==> src/rtl/uart_pkg.sv <==
// Types and constants shared by the UART receive and transmit blocks.
package uart_pkg;

    localparam int UART_DATA_BITS            = 8;
    localparam int UART_DEFAULT_CLKS_PER_BIT = 434;

    typedef enum logic [2:0] {
        WAIT_IDLE = 3'd0,
        IDLE      = 3'd1,
        START     = 3'd2,
        DATA      = 3'd3,
        PARITY    = 3'd4,
        STOP      = 3'd5
    } uart_rx_state_t;

endpackage

==> src/rtl/uart_sync_fifo.sv <==
// First-word-fall-through FIFO. A push into a full FIFO succeeds only when a pop
// is accepted in the same cycle. A pop from an empty FIFO is ignored.
module uart_sync_fifo #(
    parameter int WIDTH = 8,
    parameter int AW    = 4
) (
    input  logic             clk,
    input  logic             reset,
    input  logic             push,
    input  logic [WIDTH-1:0] din,
    input  logic             pop,
    output logic [WIDTH-1:0] q,
    output logic             empty,
    output logic             full
);

    localparam int DEPTH = 1 << AW;

    logic [WIDTH-1:0] mem_q [DEPTH];
    logic [AW-1:0]    wr_ptr_q, wr_ptr_d;
    logic [AW-1:0]    rd_ptr_q, rd_ptr_d;
    logic [AW:0]      count_q, count_d;
    logic             push_ok, pop_ok;

    assign empty   = (count_q == '0);
    // The count never exceeds DEPTH, so its top bit alone marks full.
    assign full    = count_q[AW];
    assign pop_ok  = pop && !empty;
    assign push_ok = push && (!full || pop_ok);
    assign q       = empty ? '0 : mem_q[rd_ptr_q];

    always_comb begin
        wr_ptr_d = wr_ptr_q;
        rd_ptr_d = rd_ptr_q;
        count_d  = count_q;
        if (push_ok) wr_ptr_d = wr_ptr_q + 1'b1;
        if (pop_ok)  rd_ptr_d = rd_ptr_q + 1'b1;
        case ({push_ok, pop_ok})
            2'b10:   count_d = count_q + 1'b1;
            2'b01:   count_d = count_q - 1'b1;
            default: count_d = count_q;
        endcase
    end

    always_ff @(posedge clk or posedge reset) begin
        if (reset) begin
            wr_ptr_q <= '0;
            rd_ptr_q <= '0;
            count_q  <= '0;
        end else begin
            wr_ptr_q <= wr_ptr_d;
            rd_ptr_q <= rd_ptr_d;
            count_q  <= count_d;
        end
    end

    always_ff @(posedge clk) begin
        if (push_ok) mem_q[wr_ptr_q] <= din;
    end

endmodule

==> src/rtl/uart_rx_fifo.sv <==
// 8N1 UART receiver feeding a FWFT byte FIFO.
// With UART_RX_PARITY_EN defined, frames are 8E1 and the parity_err port is added.
//
// state     | meaning
// WAIT_IDLE | wait for the line to be seen high before accepting a start bit
// IDLE      | line idle, waiting for a falling edge
// START     | timing to mid start bit, then confirm it is still low
// DATA      | sampling 8 data bits, LSB first
// PARITY    | sampling the even-parity bit (UART_RX_PARITY_EN only)
// STOP      | sampling the stop bit, pushing the byte if the frame is good
module uart_rx_fifo
    import uart_pkg::*;
#(
    parameter int CLKS_PER_BIT = UART_DEFAULT_CLKS_PER_BIT,
    parameter int FIFO_AW      = 4
) (
    input  logic       clk,
    input  logic       reset,
    input  logic       rxd,
    input  logic       rdreq,
    output logic       empty,
    output logic [7:0] q,
    output logic       overrun,
    output logic       frame_err
`ifdef UART_RX_PARITY_EN
    ,
    output logic       parity_err
`endif
);

    localparam int               CW        = $clog2(CLKS_PER_BIT);
    localparam logic [CW-1:0]    HALF_LOAD = CW'(CLKS_PER_BIT / 2 - 1);
    localparam logic [CW-1:0]    FULL_LOAD = CW'(CLKS_PER_BIT - 1);
    localparam logic [2:0]       LAST_BIT  = 3'(UART_DATA_BITS - 1);

    logic                      rx_meta_q, rx_sync_q;
    logic [1:0]                sync_vld_q, sync_vld_d;
    uart_rx_state_t            state_q, state_d;
    logic [CW-1:0]             cnt_q, cnt_d;
    logic [2:0]                bit_idx_q, bit_idx_d;
    logic [UART_DATA_BITS-1:0] shift_q, shift_d;
    logic                      overrun_q, overrun_d;
    logic                      frame_err_q, frame_err_d;
    logic                      par_bad;
    logic                      tick;
    logic                      push;
    logic                      fifo_full;

`ifdef UART_RX_PARITY_EN
    logic par_bad_q, par_bad_d;
    logic parity_err_q, parity_err_d;
    assign par_bad    = par_bad_q;
    assign parity_err = parity_err_q;
`else
    assign par_bad = 1'b0;
`endif

    assign tick      = (cnt_q == '0);
    assign overrun   = overrun_q;
    assign frame_err = frame_err_q;
    // The synchronizer's reset value is not a real line observation; WAIT_IDLE
    // trusts rx_sync_q only once two genuine samples have flowed through.
    assign sync_vld_d = {sync_vld_q[0], 1'b1};

    always_comb begin
        state_d     = state_q;
        cnt_d       = cnt_q;
        bit_idx_d   = bit_idx_q;
        shift_d     = shift_q;
        overrun_d   = overrun_q;
        frame_err_d = frame_err_q;
        push        = 1'b0;
`ifdef UART_RX_PARITY_EN
        par_bad_d    = par_bad_q;
        parity_err_d = parity_err_q;
`endif
        case (state_q)
            WAIT_IDLE: begin
                if (sync_vld_q[1] && rx_sync_q) state_d = IDLE;
            end
            IDLE: begin
                if (!rx_sync_q) begin
                    state_d = START;
                    cnt_d   = HALF_LOAD;
                end
            end
            START: begin
                if (!tick) begin
                    cnt_d = cnt_q - 1'b1;
                end else if (rx_sync_q) begin
                    state_d = IDLE;
                end else begin
                    state_d   = DATA;
                    cnt_d     = FULL_LOAD;
                    bit_idx_d = '0;
                end
            end
            DATA: begin
                if (!tick) begin
                    cnt_d = cnt_q - 1'b1;
                end else begin
                    shift_d   = {rx_sync_q, shift_q[UART_DATA_BITS-1:1]};
                    cnt_d     = FULL_LOAD;
                    bit_idx_d = bit_idx_q + 3'd1;
                    if (bit_idx_q == LAST_BIT) begin
`ifdef UART_RX_PARITY_EN
                        state_d = PARITY;
`else
                        state_d = STOP;
`endif
                    end
                end
            end
`ifdef UART_RX_PARITY_EN
            PARITY: begin
                if (!tick) begin
                    cnt_d = cnt_q - 1'b1;
                end else begin
                    par_bad_d = ^{shift_q, rx_sync_q};
                    if (^{shift_q, rx_sync_q}) parity_err_d = 1'b1;
                    cnt_d   = FULL_LOAD;
                    state_d = STOP;
                end
            end
`endif
            STOP: begin
                if (!tick) begin
                    cnt_d = cnt_q - 1'b1;
                end else if (!rx_sync_q) begin
                    frame_err_d = 1'b1;
                    state_d     = WAIT_IDLE;
                end else begin
                    state_d = IDLE;
                    if (!par_bad) begin
                        push = 1'b1;
                        if (fifo_full && !rdreq) overrun_d = 1'b1;
                    end
                end
            end
            default: state_d = WAIT_IDLE;
        endcase
    end

    always_ff @(posedge clk or posedge reset) begin
        if (reset) begin
            rx_meta_q   <= 1'b1;
            rx_sync_q   <= 1'b1;
            sync_vld_q  <= '0;
            state_q     <= WAIT_IDLE;
            cnt_q       <= '0;
            bit_idx_q   <= '0;
            shift_q     <= '0;
            overrun_q   <= 1'b0;
            frame_err_q <= 1'b0;
`ifdef UART_RX_PARITY_EN
            par_bad_q    <= 1'b0;
            parity_err_q <= 1'b0;
`endif
        end else begin
            rx_meta_q   <= rxd;
            rx_sync_q   <= rx_meta_q;
            sync_vld_q  <= sync_vld_d;
            state_q     <= state_d;
            cnt_q       <= cnt_d;
            bit_idx_q   <= bit_idx_d;
            shift_q     <= shift_d;
            overrun_q   <= overrun_d;
            frame_err_q <= frame_err_d;
`ifdef UART_RX_PARITY_EN
            par_bad_q    <= par_bad_d;
            parity_err_q <= parity_err_d;
`endif
        end
    end

    uart_sync_fifo #(
        .WIDTH(UART_DATA_BITS),
        .AW   (FIFO_AW)
    ) u_fifo (
        .clk  (clk),
        .reset(reset),
        .push (push),
        .din  (shift_q),
        .pop  (rdreq),
        .q    (q),
        .empty(empty),
        .full (fifo_full)
    );

endmodule

==> config.mk <==
export PLATFORM = sky130hd
export DESIGN_NAME = uart_rx_fifo
export DESIGN_NICKNAME = d
export VERILOG_FILES = /design/src/rtl/uart_pkg.sv /design/src/rtl/uart_sync_fifo.sv /design/src/rtl/uart_rx_fifo.sv
export SDC_FILE = /design/constraint.sdc
export NUM_CORES = 1
export LEC_CHECK = 0
export ABC_CLOCK_PERIOD_IN_PS = 4950
export BUFFER_PORTS_ARGS = -buffer_cell sky130_fd_sc_hd__buf_2
export CAP_MARGIN = 40
export CORE_MARGIN = 2
export CORE_UTILIZATION = 45
export CTS_CLUSTER_DIAMETER = 50
export DETAILED_ROUTE_END_ITERATION = 10
export GPL_TIMING_DRIVEN = 0
export MAX_ROUTING_LAYER = met4
export SLEW_MARGIN = 20
export SYNTH_ARGS = -nofsm -noshare
export SYNTH_HDL_FRONTEND = slang
export SYNTH_HIERARCHICAL = 1
export SYNTH_SLANG_ARGS = --single-unit
export TNS_END_PERCENT = 50
==> constraint.sdc <==
create_clock -name clk -period 4.95 [get_ports clk]
set_input_delay 1.2375 -clock clk [delete_from_list [all_inputs] [get_ports clk]]
set_output_delay 1.2375 -clock clk [all_outputs]
set_load 0.02 [all_outputs]
Yosys cells after proc, flatten, opt, wreduce, memory -nomap -nowiden
Memories as Yosys holds them, arrays and structs flattened.
Index checks and enable logic that the tools add are counted.

word-level totals
  bits in registers = 42
  RAM bits = 128
  output and inout port bits = 11
  word-level logic and storage cells = 82
  memories = 1

memory list
  name          depth  bits a word  rd ports  clocked after memory_dff  wr ports  line                  source
  u_fifo.mem_q  16     8            1         0                         1         uart_sync_fifo.sv:19  logic [WIDTH-1:0] mem_q [DEPTH];

cells by class
  add/sub/neg operators = 6
  equal/unequal tests = 16
  mux-type cells = 26
  bitwise gates (word level) = 1
  reduce and logical (&&, ||, !) cells = 20

operators with widths
  cell                 number
  $mux 9               5
  $pmux 9 s4           1
  $mux 3               9
  $ne 2x2->1 const B   8
  $pmux 3 s5           1
  $reduce_and 4->1     3
  $pmux 5 s2           1
  $logic_not 9->1      1
  $sub 9x1->9 const B  1
  $add 4x1->4 const B  2
  $mux 8               1
  $eq 3x2->1 const B   2
  $eq 3x3->1 const B   2
  $mux 1               6
  $pmux 3 s2           1
  $reduce_and 6->1     1
  $add 5x1->5 const B  1
  $logic_not 5->1      1
  $sub 5x1->5 const B  1
  $logic_and 1x1->1    4
  $reduce_bool 2->1    2
  $reduce_bool 4->1    1
  $add 3x1->3 const B  1
  $eq 3x1->1 const B   1
  other kinds (10)     12

Logic depth before layout (Yosys ltp)
Gate-level depths: netlist of the first run.

  depth after elaboration = 7
  gate-level depth with buffers = 15
  gate-level depth less buffers = 14

Hierarchy
Netlist of the first run, hierarchy kept.

modules (own cells, without submodules)
  module          instances  cells an instance  area an instance (µm²)
  uart_sync_fifo  1          306                5858.1
  uart_rx_fifo    1          139                1436.4

Worst setup path before layout of the first run
OpenSTA, ideal clock, no wires.

  kind = input port to flip-flop
  from = input rdreq
  to = register u_fifo.count_q[4]
  arrival = 3.493 ns
  path slack = 1.326 ns
  cell stages on the path = 11
  buffers on the path = 1
  path through = inv_1 a21boi_1 inv_1 ha_1 clkbuf_1 xor2_1 ha_1 o211ai_1 nor4_1 a2111o_1 or3_1

between the ends
  longest elaborated chain between the ends = 5
  elaborated cells between the ends (all ways) = 7
  those cells by class = eq/ne: 2; mux: 1; reduce/logical: 4

RTL lines
  element                                                 line                  source
  start, declared                                         uart_rx_fifo.sv:20    input logic rdreq,
  $logic_and 1x1->1 (*)                                   uart_sync_fifo.sv:28  assign pop_ok = pop && !empty;
  $logic_or 1x1->1                                        uart_sync_fifo.sv:29  assign push_ok = push && (!full || pop_ok);
  $logic_and 1x1->1                                       uart_sync_fifo.sv:29
  $eq 2x1->1 / $eq 2x2->1 (equally long branches)         uart_sync_fifo.sv:38  case ({push_ok, pop_ok})
  $pmux 5 s2 / $reduce_bool 2->1 (equally long branches)  -
  end signal, assigned                                    uart_sync_fifo.sv:53  count_q <= count_d;
  end, declared                                           uart_sync_fifo.sv:22  logic [AW:0] count_q, count_d;

Every way passes the cells marked *; elsewhere a longest branch is shown, timed or not.
A chain may end at the register's enable or synchronous reset.

Worst setup path in the final report of the first run
  from = register cnt_q[0]
  to = register u_fifo.count_q[4]

between the ends
  longest elaborated chain between the ends = 6
  elaborated cells between the ends (all ways) = 8
  those cells by class = eq/ne: 2; mux: 3; reduce/logical: 3

RTL lines
  element                                                 line                  source
  start, declared                                         uart_rx_fifo.sv:39    logic [CW-1:0] cnt_q, cnt_d;
  start signal, assigned                                  uart_rx_fifo.sv:164   cnt_q <= cnt_d;
  $logic_not 9->1 (*)                                     uart_rx_fifo.sv:58    assign tick = (cnt_q == '0);
  $mux 1 (*)                                              uart_rx_fifo.sv:127   if (!tick) begin
  $mux 1 (*)                                              uart_rx_fifo.sv:77    case (state_q)
  net push                                                uart_rx_fifo.sv:46    logic push;
  $logic_and 1x1->1 (*)                                   uart_sync_fifo.sv:29
  $eq 2x1->1 / $eq 2x2->1 (equally long branches)         uart_sync_fifo.sv:38
  $pmux 5 s2 / $reduce_bool 2->1 (equally long branches)  -

Mark *: on every way through the listed nets, which the timed path passes. The rest lies on a longest branch.

==> metrics.txt, run 1 <==
status=complete, no violations; Fmax=243 MHz; CTS tree=yes; slew margin rel.=0.456; Core Rows=46; RSZ-0062 raised after global routing=no; IO Port Bufs=14; Hold Path Class=reg -> reg; max_cap viols=0; clk_lat worst skew=around 420 ps; remaining antenna violation count after routing=0; DRT iter0 DRCs=361; pwr dens=slightly above 500 nW/um^2; required time worst endpoint=between 5000 and 6000 ps; number of enable flip-flop cells after synthesis=about 130; Clock Tree Root=clkbuf_16; clock share of power=0.297; Die X=131 microns; # hold bufs at CTS=0; grt ovf=0; DRC viols=0; sequential share of power=0.397; post-DP HPWL=9190 microns; Seq/Total Area, Yosys=0.671; Post-Syn Nets=461; Die Area=17200 sq um; Top FF cell, synth=edfxtp_1; most frequent cells in the layout=edfxtp_1, dfrtp_1, nor2_1; Die H=131 microns; Ys Warns=6; synthesized flop and latch total=170; Peak VDD IR=0.302 mV; Worst-path clk slew=approximately 60 ps; first-pass GRT wire length=~22000 microns; Top delay family on crit path=compound AO/OA/AOI/OAI gates; worst slew pin tran=813 ps; Starting Density=0.459; Ports=15; Worst path slowest cell=a21boi_1; cell mode on critical path=ha_1; Critical Path Max Stage Delay=about 600 ps; WP buf/inv=3; Critical Path Fanout Max=10; worst setup margin=831 ps; final core occ=0.520; post-synthesis cell count=~450; wire per inst=just under 20 microns; Crit Path Class=reg -> reg; top post-synthesis cells by area=edfxtp_1, dfrtp_1, mux4_2, mux4_1, mux2_2; Comb pwr share=0.306; WL final=approximately 14000 microns; Layout area overhead=13.3%; post_cts resized=0; Final Wtd Congestion=0.861; Pre-antenna DRT Iters=4; total number of vias=3932; setup_tns=0 ps; pin count of the biggest net entering global routing=19; critical path data arrival time=between 4000 and 5000 ps; switching power=1.31 mW; CP Cell Sequence=inv_1, ha_1, nor4b_1, nand4_1, nor2_1, a21boi_1, inv_1, ha_1, clkbuf_1, xor2_1, ha_1, o211ai_1, nor4bb_1, a2111o_1, or3_1; Finished Layout Cells=between 700 and 800; nature of the critical path endpoint=register; diode count=0; Tmin final=4120 ps; Avg Vias per Cell=5.55; fraction of registers with async set/reset=0.247; # Post-CTS Setup Buffers=0; Pins Over Slew Limit=0; Hold Vio Cnt, Final=0; commonest non-fill, non-tap cell in the layout=edfxtp_1; Worst Skew=between 10 and 15 ps; Core Area=15900 sq um; synthesized area=approximately 7300 sq um; H-tree depth=4; clock sink count=170; vias in the first global route=3926; Mean Syn Cell Area=16.4 sq um; part of the cycle the worst path needs=0.832; initial antenna violation count=0; P_int=2.91 mW; overall routing resource usage=0.178; Cell Count Post-Placement=676; LEAKAGE=3.09 nW; layout cell share with drive strength beyond 1=0.233; cts bufs inserted=17; Critical Path Start Type=register; Clock Path Buffers=2; Yosys top cell area share=0.527; final setup fails=0; dpl ws=817 ps; Cell variety after synth=64; Nets=498; area leader, netlist=edfxtp_1; sw frac=0.311
## final cells by class
class / instances / area [sq um]
Inverter: 12 / 50.0
Sequential cell: 170 / 4900
Multi-Input combinational cell: 239 / 2230
Tap cell: 216 / 270
Clock buffer: 18 / 429
Fill cell: 1348 / 7620
Timing Repair Buffer: 18 / 120
Buffer: 24 / 139
Clock inverter: 12 / 129
## path summary, 6_finish.rpt
kind / startpoint / depth (start not counted) / slack (ps) / to
max reg2reg: cnt_q[0] / 15 / 830 / u_fifo/count_q[4]
max in group asynchronous: reset / 3 / 3580 / shift_q[6]
min in group asynchronous: reset / 2 / 870 / u_fifo/count_q[4]
max: cnt_q[0] / 15 / 830 / u_fifo/count_q[4]
min: sync_vld_q[0] / 0 / 350 / sync_vld_q[1]
min reg2reg: sync_vld_q[0] / 0 / 350 / sync_vld_q[1]
## kinds of logic (layout without fill, tap and decap cells)
| family | after synthesis | after routing | synth area share |
|---|---|---|---|
| xor+xnor | 10 | 10 | 0.0120 |
| compound gates | 63 | 63 | 0.0568 |
| fa+ha+maj | 12 | 12 | 0.0206 |
| other cells | 1 | 1 | 0.000514 |
| mux | 59 | 59 | 0.145 |
| buf+inv | 36 | 84 | 0.0259 |
| flops | 170 | 170 | 0.671 |
| simple gates | 94 | 94 | 0.0681 |
## layer usage
layer	GRT usage	wire length [microns]	up-vias
li1	-	-	1818
met3	0.0417	628	17
met2	0.273	6610	62
met5	-	0	-
met1	0.239	6430	2035
met4	0.0525	227	0
## Yosys cell counts (all sizes together) (5+ instances only)
library cell    n
nand2          24
clkbuf          8
ha             12
nand2b          5
dfrtp          40
xnor2           5
mux2           19
mux2i           8
buf            16
nor2           27
mux4           32
o21ai          19
xor2            5
nor3            8
a21oi          16
edfxtp        128
inv            12
## stage by stage
stage                     power (mW)  hold WS, ps  instance area, sq um
after floorplan                 2.66          331                  7290
after global placement          2.97          339                  7630
after detailed placement        3.00          342                  7680
after CTS                       4.26          357                  8240
after global routing            4.44          357                  8260
final                           4.22          355                  8260
## power groups by stage
stage / registers, mW / clock network (mW) / logic (mW)
finish: 1.67 / 1.25 / 1.29
detailed placement: 1.70 / 0 / 1.30
global route: 1.68 / 1.34 / 1.41
global placement: 1.70 / 0 / 1.27
floorplan: 1.68 / 0 / 0.981
CTS: 1.67 / 1.28 / 1.31
## registers in the layout, indices dropped and copies added, names as in the netlist
name	count
bit_idx_q	3
cnt_q	9
frame_err	1
overrun	1
rx_meta_q	1
rx_sync_q	1
shift_q	8
state_q	3
sync_vld_q	2
u_fifo/count_q	5
u_fifo/mem_q	128
u_fifo/rd_ptr_q	4
u_fifo/wr_ptr_q	4
No activity file was read; power rests on OpenSTA's default activity.
==> run 2, diff against run 1 <==
--- a/config.mk
+++ b/config.mk
@@ -5,7 +5,7 @@
 export SDC_FILE = /design/constraint.sdc
 export NUM_CORES = 1
 export LEC_CHECK = 0
-export ABC_CLOCK_PERIOD_IN_PS = 4950
+export ABC_CLOCK_PERIOD_IN_PS = 3500
 export BUFFER_PORTS_ARGS = -buffer_cell sky130_fd_sc_hd__buf_2
 export CAP_MARGIN = 40
 export CORE_MARGIN = 2
==> constraint.sdc (replaced) <==
create_clock -name clk -period 3.5 [get_ports clk]
set_input_delay 0.875 -clock clk [delete_from_list [all_inputs] [get_ports clk]]
set_output_delay 0.875 -clock clk [all_outputs]
set_load 0.02 [all_outputs]
==> metrics.txt, run 2 (synthesis gave the netlist of run 1 again) <==
status=complete, no violations; IO Port Bufs=14; wire per inst=20.1 microns; worst slew pin tran=814 ps; max_cap viols=0; Regs by FF count=u_fifo/mem_q: 128 flops, cnt_q: 9 flops, shift_q: 8 flops; switching power=roughly 1.8 mW; Critical Path Start Type=register; P_int=4.13 mW; pwr dens=720 nW/um^2; Peak VDD IR=a little under 0.4 mV; LEAKAGE=3.10 nW; clk_lat worst skew=approximately 420 ps; H-tree depth=4; Die X=roughly 130 microns; cts bufs inserted=17; initial antenna violation count=0; Fmax=299 MHz; Hold Path Class=reg -> reg; DRC viols=0; Clock Path Buffers=2; Hold Vio Cnt, Final=0; Nets=around 500; Layout area overhead=13.8%; total number of vias=3945; grt ovf=0; final setup fails=0; Clock Tree Root=clkbuf_16; diode count=0; CTS tree=yes; # hold bufs at CTS=0; Comb pwr share=0.313; sw frac=0.309; Tmin final=3340 ps; critical path data arrival time=approximately 2500 ps; largest register by flop count=u_fifo/mem_q; layout cell share with drive strength beyond 1=0.239; sequential share of power=0.396; Critical Path Fanout Max=10; part of the cycle the worst path needs=0.955; Die Area=17200 sq um; Core Rows=46; most frequent cells in the layout=edfxtp_1, dfrtp_1, nor2_1; commonest non-fill, non-tap cell in the layout=edfxtp_1; WL final=between 10000 and 15000 microns; max FFs per register=128; Ports=15; slew margin rel.=0.455; Worst-path clk slew=about 60 ps; pin count of the biggest net entering global routing=19; vias in the first global route=just over 4k; first-pass GRT wire length=22400 microns; DRT iter0 DRCs=between 300 and 400; required time worst endpoint=between 2000 and 3000 ps; post-DP HPWL=9290 microns; setup_tns=0 ps; Pins Over Slew Limit=0; register area=roughly 4900 sq um; nature of the critical path endpoint=output port; multi-input logic area=2270 sq um; DP Area=7690 sq um; # fillers=1369; Avg Vias per Cell=5.56; Starting Density=0.459; overall routing resource usage=0.181; remaining antenna violation count after routing=0; clock sink count=between 150 and 200; Worst Skew=11.0 ps; Pre-antenna DRT Iters=4; Crit Path Class=reg -> out; Final Wtd Congestion=0.854; Core Area=15900 sq um; clock share of power=0.291; final instance area=~8300 sq um; Die H=131 microns; Finished Layout Cells=710; Cell Count Post-Placement=677
[run 2: worst paths after layout]
check	depth (start not counted)	slack (ps)	start	end
max in group asynchronous	3	2490	reset	bit_idx_q[1]
setup reg to reg	14	180	cnt_q[0]	u_fifo/count_q[4]
hold reg to reg	0	350	sync_vld_q[0]	sync_vld_q[1]
setup / recovery	7	160	u_fifo/rd_ptr_q[0]	q[4]
hold / removal	0	350	sync_vld_q[0]	sync_vld_q[1]
min in group asynchronous	2	520	reset	u_fifo/rd_ptr_q[0]
[run 2: final cells by class]
cell class              count  area share
plain buffers              23      0.0176
clock buffers              20      0.0526
clock inverters            11      0.0125
inverters                  12     0.00603
multi-input cells         239       0.273
flip-flops and latches    170       0.590
well taps                 216      0.0326
repair buffers             19      0.0154
[run 2: metal layers]
| metal | up-vias | GRT usage | wire length (microns) |
|---|---|---|---|
| li1 | 1818 | - | - |
| met1 | 2013 | 0.239 | 6330 |
| met2 | 98 | 0.279 | 6920 |
| met3 | 16 | 0.0401 | 800 |
| met4 | 0 | 0.0640 | 210 |
| met5 | - | - | 0 |
[run 2: repair_timing]
action / CTS / global route
gates cloned: 0 / 0
pin swaps: 0 / 0
gates resized for setup: 4 / 9
setup endpoints to repair: 5 / 6
buffers inserted: 1 / 0
[run 2: per-stage QoR]
stage / util / hold WS, ps / worst slack [ps] / power, mW
floorplan: - / 331 / 152 / 3.77
global placement: 0.481 / 334 / -272 / 4.20
global route: 0.522 / 362 / -11.1 / 6.28
finish: 0.522 / 348 / 157 / 5.97
CTS: 0.520 / 351 / 26.8 / 6.00
detailed placement: 0.484 / 337 / -381 / 4.24
[run 2: worst max-delay path: stages, from the launching register on]
cell,delay [ps]
dfrtp_1,370
buf_6,160
buf_6,190
mux4_1,600
mux2_2,320
o21ai_0,160
a21oi_1,50
buf_2,180
[run 2: power by group through the flow]
| stage | clock network, mW | registers [mW] | logic (mW) |
|---|---|---|---|
| after floorplan | 0 | 2.38 | 1.39 |
| after global placement | 0 | 2.40 | 1.80 |
| after detailed placement | 0 | 2.40 | 1.84 |
| after CTS | 1.78 | 2.36 | 1.86 |
| after global routing | 1.87 | 2.39 | 2.02 |
| final | 1.74 | 2.37 | 1.87 |
==> run 3, diff against run 2 <==
--- a/config.mk
+++ b/config.mk
@@ -6,10 +6,11 @@
 export NUM_CORES = 1
 export LEC_CHECK = 0
 export ABC_CLOCK_PERIOD_IN_PS = 3500
-export BUFFER_PORTS_ARGS = -buffer_cell sky130_fd_sc_hd__buf_2
+export BUFFER_PORTS_ARGS = -buffer_cell sky130_fd_sc_hd__clkbuf_2
 export CAP_MARGIN = 40
 export CORE_MARGIN = 2
 export CORE_UTILIZATION = 45
+export CTS_BUF_LIST = sky130_fd_sc_hd__clkbuf_4
 export CTS_CLUSTER_DIAMETER = 50
 export DETAILED_ROUTE_END_ITERATION = 10
 export GPL_TIMING_DRIVEN = 0
==> metrics.txt, run 3 (synthesis gave the netlist of run 1 again) <==
clock share of power=0.222; DRT iter0 DRCs=416; final setup fails=0; Worst-path clk slew=140 ps; Clock Path Buffers=2; status=complete, no violations; layout cell share with drive strength beyond 1=0.287; WL final=14300 microns; switching power=1.85 mW; part of the cycle the worst path needs=0.970; sw frac=0.324; Tot Pwr=5.72 mW; worst slew pin tran=815 ps; Hold Vio Cnt, Final=0; nature of the critical path endpoint=output port; Finished Layout Cells=just over 700; Hold Path Class=in -> async; Critical Path Start Type=register; # hold bufs at CTS=0; grt ovf=0; Clock Tree Root=clkbuf_4; DP Area=7690 sq um; first-pass GRT wire length=22300 microns; Worst Skew=approximately 21 ps; Comb pwr share=0.365; Core Rows=46; initial antenna violation count=0; Core Area=15900 sq um; final instance area=8230 sq um; pin count of the biggest net entering global routing=19; required time worst endpoint=2620 ps; CTS tree=yes; LEAKAGE=3.08 nW; most frequent cells in the layout=edfxtp_1, dfrtp_1, nor2_1, mux4_2, nand2_1; wire per inst=19.7 microns; IO Port Bufs=14; H-tree depth=4; Fmax=approximately 300 MHz; post-DP HPWL=9120 microns; worst setup margin=104 ps; final hold slack=between 300 and 400 ps; R2R Setup Slk=170 ps; Die X=131 microns; cts bufs inserted=17; max FFs per register=128; largest register by flop count=u_fifo/mem_q; clock sink count=170; DRC viols=0; critical path data arrival time=2520 ps; diode count=0; Die H=131 microns; Avg Vias per Cell=about 5.5; Pre-antenna DRT Iters=4; clk_lat worst skew=540 ps; Pins Over Slew Limit=0; dpl ws=-367 ps; Peak VDD IR=0.395 mV; Nets=511; slew margin rel.=0.455; Final Wtd Congestion=0.834; Starting Density=0.459; vias in the first global route=3891; sequential share of power=0.413; Tmin final=3400 ps; pwr dens=695 nW/um^2; setup_tns=0 ps; Layout area overhead=12.9%; Die Area=17200 sq um; final core occ=0.518; Cell Count Post-Placement=676; total number of vias=3985; remaining antenna violation count after routing=0; Crit Path Class=reg -> out; overall routing resource usage=0.178; Critical Path Fanout Max=8; commonest non-fill, non-tap cell in the layout=edfxtp_1; P_int=between 3 and 4 mW; Ports=15; Regs by FF count=u_fifo/mem_q: 128 flops, cnt_q: 9 flops, shift_q: 8 flops; max_cap viols=0
run 3: cell type report:
class	count	area, sq um
plain buffers	24	183
fillers	1372	7650
repair buffers	31	240
multi-input cells	239	2270
flip-flops and latches	170	4900
clock inverters	11	169
inverters	12	50.0
well taps	216	270
clock buffers	21	158
run 3: metal layers:
layer / GRT usage / vias to the layer above / wire, microns
li1: - / 1842 / -
met1: 0.251 / 2057 / 6740
met2: 0.266 / 75 / 6690
met3: 0.0363 / 11 / 671
met4: 0.0489 / 0 / 161
met5: - / - / 0
run 3: power by group through the flow:
stage               clock network (mW)  logic (mW)  registers, mW
global route                      1.39        2.26           2.38
finish                            1.27        2.09           2.36
global placement                     0        1.81           2.40
floorplan                            0        1.39           2.38
CTS                               1.30        1.90           2.36
detailed placement                   0        1.84           2.40
run 3: timing repair:
item,in CTS,in global routing
gates resized for setup,15,23
pin swaps,0,1
cloned,0,1
endpoints found under the setup margin,10,9
buffers inserted,1,12
run 3: worst paths after layout:
path,start,to,depth (start not counted)
worst max-delay path,u_fifo/rd_ptr_q[0],q[0],7
worst min-delay path,reset,u_fifo/wr_ptr_q[0],2
worst max register to register,cnt_q[1],u_fifo/count_q[4],15
worst min register to register,sync_vld_q[0],sync_vld_q[1],0
max in group asynchronous,reset,shift_q[5],3
min in group clk,sync_vld_q[0],sync_vld_q[1],0
run 3: critical path: stages (launching register included):
cell and delay [ps]:
dfrtp_1 390, buf_6 170, buf_4 120, mux4_1 580, mux2_2 280, o21ai_0 150, a21oi_1 80, clkbuf_2 190
